[config.mk]
export PLATFORM = sky130hd
export DESIGN_NAME = mips_main_control
export DESIGN_NICKNAME = d
export VERILOG_FILES = /design/src/rtl/mips_ctrl_pkg.sv /design/src/rtl/mips_ctrl_decode.sv /design/src/rtl/mips_main_control.sv
export SDC_FILE = /design/constraint.sdc
export NUM_CORES = 1
export LEC_CHECK = 0
export ABC_AREA = 1
export BUFFER_PORTS_ARGS = -buffer_cell sky130_fd_sc_hd__buf_2
export CAP_MARGIN = 20
export CELL_PAD_IN_SITES_DETAIL_PLACEMENT = 2
export CELL_PAD_IN_SITES_GLOBAL_PLACEMENT = 2
export CORE_MARGIN = 3
export CORE_UTILIZATION = 21
export DETAILED_ROUTE_END_ITERATION = 10
export PLACE_DENSITY_LB_ADDON = 0.1
export SYNTH_ARGS = -nofsm -noshare
export SYNTH_HDL_FRONTEND = slang
export SYNTH_HIERARCHICAL = 1
export SYNTH_SLANG_ARGS = --single-unit
[constraint.sdc]
create_clock -name clk -period 3 [get_ports clk]
set_clock_uncertainty 0.1 [all_clocks]
set_input_delay 0.3 -clock clk [delete_from_list [all_inputs] [get_ports clk]]
set_output_delay 0.3 -clock clk [all_outputs]
set_load 0.02 [all_outputs]
[src/rtl/mips_ctrl_pkg.sv]
// Shared encodings for the multicycle MIPS main control: states, opcodes,
// ALUOp codes used by the ALU control decoder, and the control vector layout.
package mips_ctrl_pkg;

  localparam logic [3:0] S_FETCH   = 4'd0;
  localparam logic [3:0] S_DECODE  = 4'd1;
  localparam logic [3:0] S_MEMADDR = 4'd2;
  localparam logic [3:0] S_MEMRD   = 4'd3;
  localparam logic [3:0] S_MEMWB   = 4'd4;
  localparam logic [3:0] S_MEMWR   = 4'd5;
  localparam logic [3:0] S_EXEC    = 4'd6;
  localparam logic [3:0] S_RCOMP   = 4'd7;
  localparam logic [3:0] S_BRANCH  = 4'd8;
  localparam logic [3:0] S_JUMP    = 4'd9;
  localparam logic [3:0] S_RST     = 4'd15;

  typedef enum logic [3:0] {
    ST_FETCH   = S_FETCH,
    ST_DECODE  = S_DECODE,
    ST_MEMADDR = S_MEMADDR,
    ST_MEMRD   = S_MEMRD,
    ST_MEMWB   = S_MEMWB,
    ST_MEMWR   = S_MEMWR,
    ST_EXEC    = S_EXEC,
    ST_RCOMP   = S_RCOMP,
    ST_BRANCH  = S_BRANCH,
    ST_JUMP    = S_JUMP,
    ST_RST     = S_RST
  } state_t;

  localparam logic [5:0] OP_RTYPE = 6'h00;
  localparam logic [5:0] OP_LW    = 6'h23;
  localparam logic [5:0] OP_SW    = 6'h2B;
  localparam logic [5:0] OP_BEQ   = 6'h04;
  localparam logic [5:0] OP_J     = 6'h02;

  // Opcodes the sequencer knows; anything else is flagged in DECODE
  localparam int NUM_LEGAL_OPS = 5;
  localparam logic [NUM_LEGAL_OPS*6-1:0] LEGAL_OPS = {OP_J, OP_BEQ, OP_SW, OP_LW, OP_RTYPE};

  localparam logic [1:0] ALUOP_ADD   = 2'b00;
  localparam logic [1:0] ALUOP_SUB   = 2'b01;
  localparam logic [1:0] ALUOP_FUNCT = 2'b10;

  localparam logic [1:0] PCSRC_ALU    = 2'b00;
  localparam logic [1:0] PCSRC_ALUOUT = 2'b01;
  localparam logic [1:0] PCSRC_JUMP   = 2'b10;

  localparam logic [1:0] ALUB_REGB    = 2'b00;
  localparam logic [1:0] ALUB_FOUR    = 2'b01;
  localparam logic [1:0] ALUB_IMM     = 2'b10;
  localparam logic [1:0] ALUB_IMM_SL2 = 2'b11;

  typedef struct packed {
    logic       pc_write;
    logic       pc_write_cond;
    logic       i_or_d;
    logic       mem_read;
    logic       mem_write;
    logic       mem_to_reg;
    logic       ir_write;
    logic       alu_src_a;
    logic       reg_write;
    logic       reg_dst;
    logic [1:0] pc_source;
    logic [1:0] alu_src_b;
    logic [1:0] alu_op;
  } ctrl_t;

  function automatic logic is_mem_op(input logic [5:0] op);
    return (op == OP_LW) || (op == OP_SW);
  endfunction

endpackage

[src/rtl/mips_ctrl_decode.sv]
// Combinational decode of the current control state into the datapath control
// vector; only the FETCH strobes depend on mem_ready.
module mips_ctrl_decode
  import mips_ctrl_pkg::*;
(
  input  state_t state,
  input  logic   mem_ready,
  output ctrl_t  ctrl
);

  always_comb begin
    ctrl = '0;
    case (state)
      ST_FETCH: begin
        ctrl.mem_read  = 1'b1;
        ctrl.alu_src_b = ALUB_FOUR;
        ctrl.alu_op    = ALUOP_ADD;
        // Latch IR and advance PC only on the cycle the fetch completes
        ctrl.ir_write  = mem_ready;
        ctrl.pc_write  = mem_ready;
      end
      ST_DECODE: begin
        ctrl.alu_src_b = ALUB_IMM_SL2;
        ctrl.alu_op    = ALUOP_ADD;
      end
      ST_MEMADDR: begin
        ctrl.alu_src_a = 1'b1;
        ctrl.alu_src_b = ALUB_IMM;
        ctrl.alu_op    = ALUOP_ADD;
      end
      ST_MEMRD: begin
        ctrl.mem_read = 1'b1;
        ctrl.i_or_d   = 1'b1;
      end
      ST_MEMWB: begin
        ctrl.reg_write  = 1'b1;
        ctrl.mem_to_reg = 1'b1;
      end
      ST_MEMWR: begin
        ctrl.mem_write = 1'b1;
        ctrl.i_or_d    = 1'b1;
      end
      ST_EXEC: begin
        ctrl.alu_src_a = 1'b1;
        ctrl.alu_src_b = ALUB_REGB;
        ctrl.alu_op    = ALUOP_FUNCT;
      end
      ST_RCOMP: begin
        ctrl.reg_write = 1'b1;
        ctrl.reg_dst   = 1'b1;
      end
      ST_BRANCH: begin
        ctrl.alu_src_a     = 1'b1;
        ctrl.alu_op        = ALUOP_SUB;
        ctrl.pc_write_cond = 1'b1;
        ctrl.pc_source     = PCSRC_ALUOUT;
      end
      ST_JUMP: begin
        ctrl.pc_write  = 1'b1;
        ctrl.pc_source = PCSRC_JUMP;
      end
      default: ctrl = '0;
    endcase
  end

endmodule

[src/rtl/mips_main_control.sv]
// Multicycle MIPS main control: state register, opcode-driven sequencing and
// the illegal-opcode flag; control outputs come from mips_ctrl_decode.
module mips_main_control
  import mips_ctrl_pkg::*;
(
  input  logic       clk,
  input  logic       rst_n,
  input  logic [5:0] Opcode,
  input  logic       MemReady,
  output logic       PCWrite,
  output logic       PCWriteCond,
  output logic       IorD,
  output logic       MemRead,
  output logic       MemWrite,
  output logic       MemtoReg,
  output logic       IRWrite,
  output logic       ALUSrcA,
  output logic       RegWrite,
  output logic       RegDst,
  output logic [1:0] PCSource,
  output logic [1:0] ALUSrcB,
  output logic [1:0] ALUOp,
  output logic       IllegalOp,
  output logic [3:0] State
);

  state_t state_reg;
  state_t state_next;
  ctrl_t  ctrl;

  logic [NUM_LEGAL_OPS-1:0] op_hit;
  logic                     op_legal;

  for (genvar gi = 0; gi < NUM_LEGAL_OPS; gi++) begin : g_legal
    assign op_hit[gi] = (Opcode == LEGAL_OPS[gi*6 +: 6]);
  end
  assign op_legal = |op_hit;

  always_ff @(posedge clk or negedge rst_n) begin
    if (!rst_n) state_reg <= ST_RST;
    else        state_reg <= state_next;
  end

  always_comb begin
    state_next = state_reg;
    case (state_reg)
      ST_RST:   state_next = ST_FETCH;
      ST_FETCH: if (MemReady) state_next = ST_DECODE;
      ST_DECODE: begin
        if (is_mem_op(Opcode)) state_next = ST_MEMADDR;
        else begin
          case (Opcode)
            OP_RTYPE: state_next = ST_EXEC;
            OP_BEQ:   state_next = ST_BRANCH;
            OP_J:     state_next = ST_JUMP;
            default:  state_next = ST_FETCH;
          endcase
        end
      end
      ST_MEMADDR: begin
        // Opcode is re-sampled here to pick the read or write leg
        case (Opcode)
          OP_LW:   state_next = ST_MEMRD;
          OP_SW:   state_next = ST_MEMWR;
          default: state_next = ST_FETCH;
        endcase
      end
      ST_MEMRD:  if (MemReady) state_next = ST_MEMWB;
      ST_MEMWB:  state_next = ST_FETCH;
      ST_MEMWR:  if (MemReady) state_next = ST_FETCH;
      ST_EXEC:   state_next = ST_RCOMP;
      ST_RCOMP:  state_next = ST_FETCH;
      ST_BRANCH: state_next = ST_FETCH;
      ST_JUMP:   state_next = ST_FETCH;
      default:   state_next = ST_FETCH;
    endcase
  end

  mips_ctrl_decode u_decode (
    .state     (state_reg),
    .mem_ready (MemReady),
    .ctrl      (ctrl)
  );

  // Write strobes are also gated by rst_n so a reset cuts them in the same cycle
  assign PCWrite     = ctrl.pc_write      & rst_n;
  assign PCWriteCond = ctrl.pc_write_cond & rst_n;
  assign MemWrite    = ctrl.mem_write     & rst_n;
  assign RegWrite    = ctrl.reg_write     & rst_n;
  assign IRWrite     = ctrl.ir_write      & rst_n;
  assign IorD        = ctrl.i_or_d;
  assign MemRead     = ctrl.mem_read;
  assign MemtoReg    = ctrl.mem_to_reg;
  assign ALUSrcA     = ctrl.alu_src_a;
  assign RegDst      = ctrl.reg_dst;
  assign PCSource    = ctrl.pc_source;
  assign ALUSrcB     = ctrl.alu_src_b;
  assign ALUOp       = ctrl.alu_op;

  assign IllegalOp   = (state_reg == ST_DECODE) && !op_legal;
  assign State       = state_reg;

endmodule
==> Word level (Yosys, flattened, before mapping) <==
Index checks and enable logic that the tools add are counted.
{ "op_classes": {"div_mod_pow": 0, "mul": 0, "reduce_logical": 11, "eq_ne": 16, "shifts": 0, "mux": 20, "order_cmp": 0, "addsub": 0, "bitwise_logic": 5} }
{ "ops": {"columns": ["op", "count"], "rows": [
  ["4-bit one-hot mux with 6 select lines", 1],
  ["4-bit by 3-bit equality test with 1-bit output (second input constant)", 4],
  ["4-bit two-way mux", 4],
  ["6-bit equality test (second input constant)", 2],
  ["4-bit one-hot mux with 3 select lines", 1],
  ["1-bit two-way mux", 9],
  ["4-bit by 2-bit equality test with 1-bit output (second input constant)", 2],
  ["4-bit equality test (second input constant)", 2],
  ["2-bit one-hot mux with 2 select lines", 2],
  ["6-bit by 2-bit equality test with 1-bit output (second input constant)", 1],
  ["6-bit by 3-bit equality test with 1-bit output (second input constant)", 1],
  ["6-bit zero test", 1],
  ["2-bit != test (second input constant)", 3],
  ["2-bit one-hot mux with 3 select lines", 1],
  ["3-bit one-hot mux with 2 select lines", 1],
  ["2-bit OR reduction", 3],
  ["1-bit AND", 5],
  ["5-bit OR reduction", 1],
  ["4-bit by 1-bit equality test with 1-bit output (second input constant)", 1],
  ["4-bit zero test", 1],
  ["3-bit AND reduction", 1],
  ["3-bit OR reduction", 1],
  ["1-bit one-hot mux with 2 select lines", 1],
  ["1-bit logical AND", 1],
  ["2 further kinds", 2]
]} }
{ "totals": {"mem_bits_ro": 0, "latchBits": 0, "elab_cells": 53, "mem_bits_rw": 0, "in_bits": 9, "memories": 0, "regBits": 4, "output_inout_bits": 21} }

==> Logic depth before layout (Yosys ltp) <==
Gate-level depths: netlist (run 1).
{ "depth": {"ltp_word": 4, "depth_mapped": 8, "depth_no_buf": 8} }

==> By module <==
The synthesis (run 1) kept the hierarchy.
{ "by_module_without_submodules": {"columns": ["mod", "n_inst", "seq_area_each_um2", "area_per_inst_um2", "cells_each"], "rows": [
  ["mips_main_control", 1, 105.1, 451.7, 84],
  ["mips_ctrl_decode", 1, 0.0, 155.1, 36]
]} }

==> Least setup slack after synthesis (run 1) <==
OpenSTA, ideal clock, no wires.
{ "synth_path": {"path_type": "register -> output", "startpoint": "reg state_reg[3], in the netlist State[3]", "endpoint": "out PCWriteCond", "arrival_ns": 1.372, "path_buffers": 1, "path_stages_with_launch": 8, "path_slack_ns": 1.228, "required_time_ns": 2.600, "path_cell_list": "dfstp_2 inv_2 nor2_1 nand2_1 inv_1 buf_4 nand2_1 inv_1"} }
{ "synth_rtl": {"columns": ["element", "line", "text"], "rows": [
  ["start: declaration", "mips_main_control.sv:27", "state_t state_reg;"],
  ["start signal: assignment", "mips_main_control.sv:41", "else state_reg <= state_next;"],
  ["end: declaration", "mips_main_control.sv:11", "output logic PCWriteCond,"]
]} }

==> impl_metrics.csv, run 1 <==
group,metric,value,unit
outcome,status,"finished clean",
pwr,pwr-share-clk,16.2,%
layout,n_antenna_cell,0,
setup_path,crit_family,"flip-flops",
timing,rsz0062_at_grt,"no",
grt,grt_pass1_vias,830,
pwr,swShare,53.0,%
synth,mappedNetlistArea,607,um^2
synth,synth_warnings,6,
clocking,postCtsSetupBuffers,0,
timing,hold_ws,15.4,ps
timing,relSlewSlack,80.2,%
layout,nets,161,
synth,syn_inst,120,
setup_path,worst_ep_required_time,2600,ps
routing,antenna_left,0,
timing,period_share,64.0,%
timing,worst_pin_slew,297,ps
timing,fin_tns_setup,0,ps
synth,ys_types,17,
job,drv_cap,0,
clocking,clkSinkCount,4,
routing,post_drt_wl_per_cell,12.0,um
placed_design,routabilityCongestion,0.733,
setup_path,endpoint_kind,"output port",
synth,ys_async_sr_fraction,100,%
clocking,cts_root_buf,"clkbuf_4",
die,die_h,59.8,um
clocking,path_clk_slew,40,ps
pwr,power_per_cell_area,521,nW/um^2
timing,setup_viol,0,
clocking,cts_resized,0,
synth,ys_seq_elements,4,
routing,viasPerCell,4.41,
layout,largest_reg_flops,4,
timing,fmax,521,MHz
placed_design,post-dp-hpwl,1850,um
synth,synth_flop_cell,"dfstp_2",
setup_path,timing.critical_path.buf_inv,3,
layout,drive_above_1_share,30.7,%
synth,syn_nets,129,
grt,grt_pass1_wl,3710,um
clocking,clk_latency,240,ps
routing,vias,794,
timing,finalHoldViolCount,0,
pwr,ir_drop,283,uV
grt,overflow,0,
die,core,2610,um^2
setup_path,slowest_delay,670,ps
layout,syn_to_final_growth,30.7,%
grt,grt_max_degree,14,
routing,drtIter0Drc,27,
setup_path,start_kind,"flop",
die,fp.dieW,59.8,um
clocking,cts_max_level,1,
synth,synth-edff-count,0,
layout,fillers,359,
grt,antenna_found_initial,0,
grt,grt_use_total,13.4,%
routing,drc,0,
clocking,hold_buffers,0,
die,die-area,3570,um^2
routing,wl,2160,um
timing,finalMaxSlewViolations,0,
setup_path,cp_max_fo,13,
pwr,p_leak,0.531,nW
setup_path,slowest_stage,"dfstp_2",
pwr,combPwrFrac,59.2,%
die,start_util,23.2,%
synth,postSynthAreaPerCell,5.06,um^2
die,num_rows,18,
setup_path,worstPathCellList,"nand2_1 > inv_2 > nor2_1 > nor2_1 > nand2_1 > inv_1 > buf_2",
pwr,p_switching,0.219,mW
clocking,cts_made_buffers,3,
setup_path,critPathKind,"reg -> out",
clocking,clk_path_buf_depth,2,
worst_hold_path,hp-class,"in -> async",
timing,finalCriticalPeriod,1920,ps
placed_design,numPortBuffers,29,
clocking,cts_tree,"done",
setup_path,crit_arrival,1520,ps
pwr,seq_power_share,24.6,%
die,io_pins,30,
routing,dr.pass1.iters,3,
synth,synth.yosys.seq_area_share,17.3,%
pwr,internal_power,0.194,mW
## cells in the mapped netlist, types with 2 or more instances
| cell | instances | area share (%) |
|---|---|---|
| nor2_2 | 4 | 4.1 |
| nand3_1 | 9 | 7.4 |
| nor3_1 | 2 | 1.6 |
| nor2_1 | 23 | 14 |
| nand4_1 | 3 | 3.1 |
| inv_2 | 4 | 2.5 |
| dfstp_2 | 4 | 17 |
| nand2_1 | 37 | 23 |
| inv_1 | 24 | 15 |
| o21ai_0 | 3 | 2.5 |
## final cells by class
type / count / area, um^2 / area share (%)
Sequential cell: 4 / 105 / 13.2
Inverter: 28 / 105 / 13.2
Timing Repair Buffer: 29 / 145 / 18.3
Clock buffer: 3 / 22.5 / 2.84
Tap cell: 30 / 37.5 / 4.73
Multi-Input combinational cell: 86 / 378 / 47.6
## worst register-to-register path, cell delays in order (launching register included)
cell and delay [ps]:
dfstp_2 670, inv_2 100, nor2_2 110, nand2_1 60, nor2_1 140, nor2_1 60
nand2_1 60, nand2_1 50, nand2_1 70
## per-layer routing
metal | GRT usage, % | vias up | share of wire [%]
met5 | 0 | - | 0
met4 | 3.80 | 0 | 0.65
met3 | 1.30 | 2 | 4.9
met2 | 21.0 | 17 | 45
met1 | 19.3 | 358 | 49
li1 | - | 417 | -
## cells in the final DEF, fill, tap and decap left out, drive strengths merged
master | netlist | layout
clkbuf | 0 | 3
nand3b | 1 | 1
nand2 | 37 | 37
a21oi | 1 | 1
nand4 | 3 | 3
nor2 | 28 | 28
inv | 28 | 28
dfstp | 4 | 4
nand3 | 10 | 10
buf | 2 | 29
nor3 | 2 | 2
o21ai | 4 | 4
## per-stage QoR
stage                     instance area [um^2]  setup WS [ps]  cells  power, mW  utilization [%]
final                                      793           1080    180      0.413             30.4
after detailed placement                   771           1320    177      0.351             29.5
after global placement                     771           1370    177      0.345             29.5
after floorplan                            607           1230    120      0.267                -
after CTS                                  793           1060    180      0.422             30.4
after global routing                       793            926    180      0.462             30.4
## power groups by stage
stage	clock network [mW]	registers, mW	logic (mW)
2_1_floorplan	0	0.106	0.161
4_1_cts	0.0697	0.101	0.251
6_report	0.0671	0.101	0.245
3_3_place_gp	0	0.101	0.244
3_5_place_dp	0	0.103	0.248
5_1_grt	0.0744	0.105	0.282
## final timing paths
| kind | from | endpoint | slack, ps | cells after the start |
|---|---|---|---|---|
| max | State[1] | RegWrite | 1080 | 7 |
| min | rst_n | State[0] | 20 | 1 |
| max reg2reg | State[1] | State[0] | 1540 | 8 |
| min reg2reg | State[2] | State[2] | 460 | 2 |
| max in group asynchronous | rst_n | State[2] | 2760 | 1 |
| min in group clk | MemReady | State[0] | 280 | 4 |
## cell families after synthesis
family	after synthesis	share of synthesized area [%]
AND/OR/NAND/NOR	81	58.1
flip-flops	4	17.3
buffers and inverters	30	20.4
AO/OA/AOI/OAI	5	4.12
No activity file was read; power rests on OpenSTA's default activity.
==> run 2: changes to the inputs <==
--- a/config.mk
+++ b/config.mk
@@ -11,7 +11,7 @@
 export CELL_PAD_IN_SITES_DETAIL_PLACEMENT = 2
 export CELL_PAD_IN_SITES_GLOBAL_PLACEMENT = 2
 export CORE_MARGIN = 3
-export CORE_UTILIZATION = 21
+export CORE_UTILIZATION = 18
 export DETAILED_ROUTE_END_ITERATION = 10
 export PLACE_DENSITY_LB_ADDON = 0.1
 export SYNTH_ARGS = -nofsm -noshare
==> constraint.sdc (replaced) <==
create_clock -name clk -period 1.6 [get_ports clk]
set_clock_uncertainty 0.1 [all_clocks]
set_input_delay 0.16 -clock clk [delete_from_list [all_inputs] [get_ports clk]]
set_output_delay 0.16 -clock clk [all_outputs]
set_load 0.02 [all_outputs]
==> run 2 against run 1 <==
Effect of this change:
- the flow now finishes with violations (setup timing)
- die area grew 15%
- sequential power grew 71%
- non-clock buffer count is 14 higher
==> impl_metrics.csv, run 2 (synthesized netlist as in run 1, its figures left out) <==
group,metric,value,unit
outcome,status,"finished with violations",
outcome,violations,"setup timing",
clocking,clkSinkCount,4,
routing,wl,2580,um
grt,antenna_found_initial,0,
clocking,path_clk_slew,40,ps
die,fp.dieW,64.1,um
die,core,3130,um^2
placed_design,routabilityCongestion,0.784,
timing,worst_pin_slew,304,ps
placed_design,numPortBuffers,29,
pwr,ir_drop,239,uV
layout,n_antenna_cell,0,
layout,mostFrequentLayoutCells,"nand2_1, inv_1, nor2_1, buf_2, buf_6",
placed_design,post-dp-hpwl,1870,um
setup_path,worst_ep_required_time,1340,ps
die,io_pins,30,
worst_hold_path,hold_depth,4,
timing,setup_viol,9,
timing,period_share,104,%
die,die_h,64.1,um
setup_path,slowest_stage,"dfstp_2",
clocking,cts_tree,"done",
setup_path,crit_arrival,1410,ps
clocking,cts_made_buffers,3,
layout,drive_above_1_share,49.4,%
routing,vias,900,
setup_path,start_kind,"flop",
setup_path,ff2ff_path_depth,8,
layout,nets,175,
routing,drc,0,
timing,rsz0062_at_grt,"yes",
grt,grt_pass1_vias,952,
setup_path,endpoint_kind,"output port",
grt,grt_use_total,12.7,%
clocking,cts_root_buf,"clkbuf_4",
clocking,cts_max_level,1,
setup_path,cp_max_fo,7,
routing,post_drt_wl_per_cell,12.4,um
grt,grt_max_degree,9,
routing,viasPerCell,4.33,
worst_hold_path,hp-class,"in -> reg",
clocking,clk_path_buf_depth,2,
layout,fin_util,35.6,%
grt,overflow,0,
timing,finalCriticalPeriod,1670,ps
layout,syn_to_final_growth,83.3,%
placed_design,place_ws,37.2,ps
setup_path,worstPathCellList,"buf_4 > nand2_2 > nor2_1 > nand2_1 > inv_1 > buf_6",
job,drv_cap,0,
pwr,p_leak,0.634,nW
routing,antenna_left,0,
routing,drtIter0Drc,22,
layout,final_common_cell,"nand2_1",
timing,finalHoldViolCount,0,
die,num_rows,20,
layout,largest_reg_flops,4,
clocking,clk_latency,240,ps
die,start_util,19.4,%
pwr,power_per_cell_area,937,nW/um^2
setup_path,slowest_delay,610,ps
timing,relSlewSlack,79.5,%
timing,worst_slack,-69.8,ps
timing,finalMaxSlewViolations,0,
timing,fmax,599,MHz
setup_path,critPathKind,"reg -> out",
routing,dr.pass1.iters,2,
grt,grt_pass1_wl,4160,um
die,die-area,4100,um^2
-- run 2: cell types whose count changed in the layout (fill, tap and decap cells not counted), sizes merged --
cell | previous run | this run
buf | 29 | 42
dlygate4sd3 | 0 | 1
-- run 2: worst paths after layout --
path / startpoint / end / slack [ps]
worst max-delay path: State[0] / MemWrite / -70
worst min-delay path: MemReady / State[0] / 130
worst max register to register: State[2] / State[2] / 50
worst min register to register: State[0] / State[3] / 590
max in group asynchronous: rst_n / State[2] / 860
min in group asynchronous: rst_n / State[0] / 510
-- run 2: final cells by class --
class | instances | area [um^2]
timing repair buffer | 43 | 355
clock buffer | 3 | 22.5
multi-input combinational | 86 | 464
sequential | 4 | 105
tap | 44 | 55.1
inverter | 28 | 110
fill | 400 | 2020
-- run 2: repair_timing --
action | 4_1_cts | 5_1_grt
gates resized for setup | 20 | 38
setup endpoints to repair | 16 | 19
pin swaps | 3 | 4
buffers inserted | 9 | 2
hold buffers | 1 | 0
endpoints found under the hold margin | 4 | 0
-- run 2: critical path: cells and delay by family, from the launching register on --
kind	cells	cell delay, ps
buf+inv	3	330
flops	1	610
simple gates	3	230
-- run 2: power breakdown --
part / internal, mW / total, mW / switching [mW]
clock network: 0.0840 / 0.127 / 0.0426
registers: 0.132 / 0.173 / 0.0417
logic: 0.320 / 0.742 / 0.422
-- run 2: metal layers --
metal	track usage, %	up-vias	wire, um
li1	-	445	-
met1	13.4	436	1010
met5	0	-	0
met3	1.76	0	85
met4	3.23	0	0
met2	25.7	19	1480
-- run 2: stage by stage --
step | area [um^2] | std cells | hold WS, ps | setup TNS [ps] | power (mW)
6_report | 1110 | 208 | 131 | -345 | 1.04
5_1_grt | 1110 | 208 | 142 | -1460 | 1.14
4_1_cts | 971 | 206 | 139 | -285 | 0.931
3_5_place_dp | 803 | 193 | 148 | 0 | 0.678
3_3_place_gp | 803 | 193 | 143 | 0 | 0.670
2_1_floorplan | 607 | 120 | -87.8 | 0 | 0.501
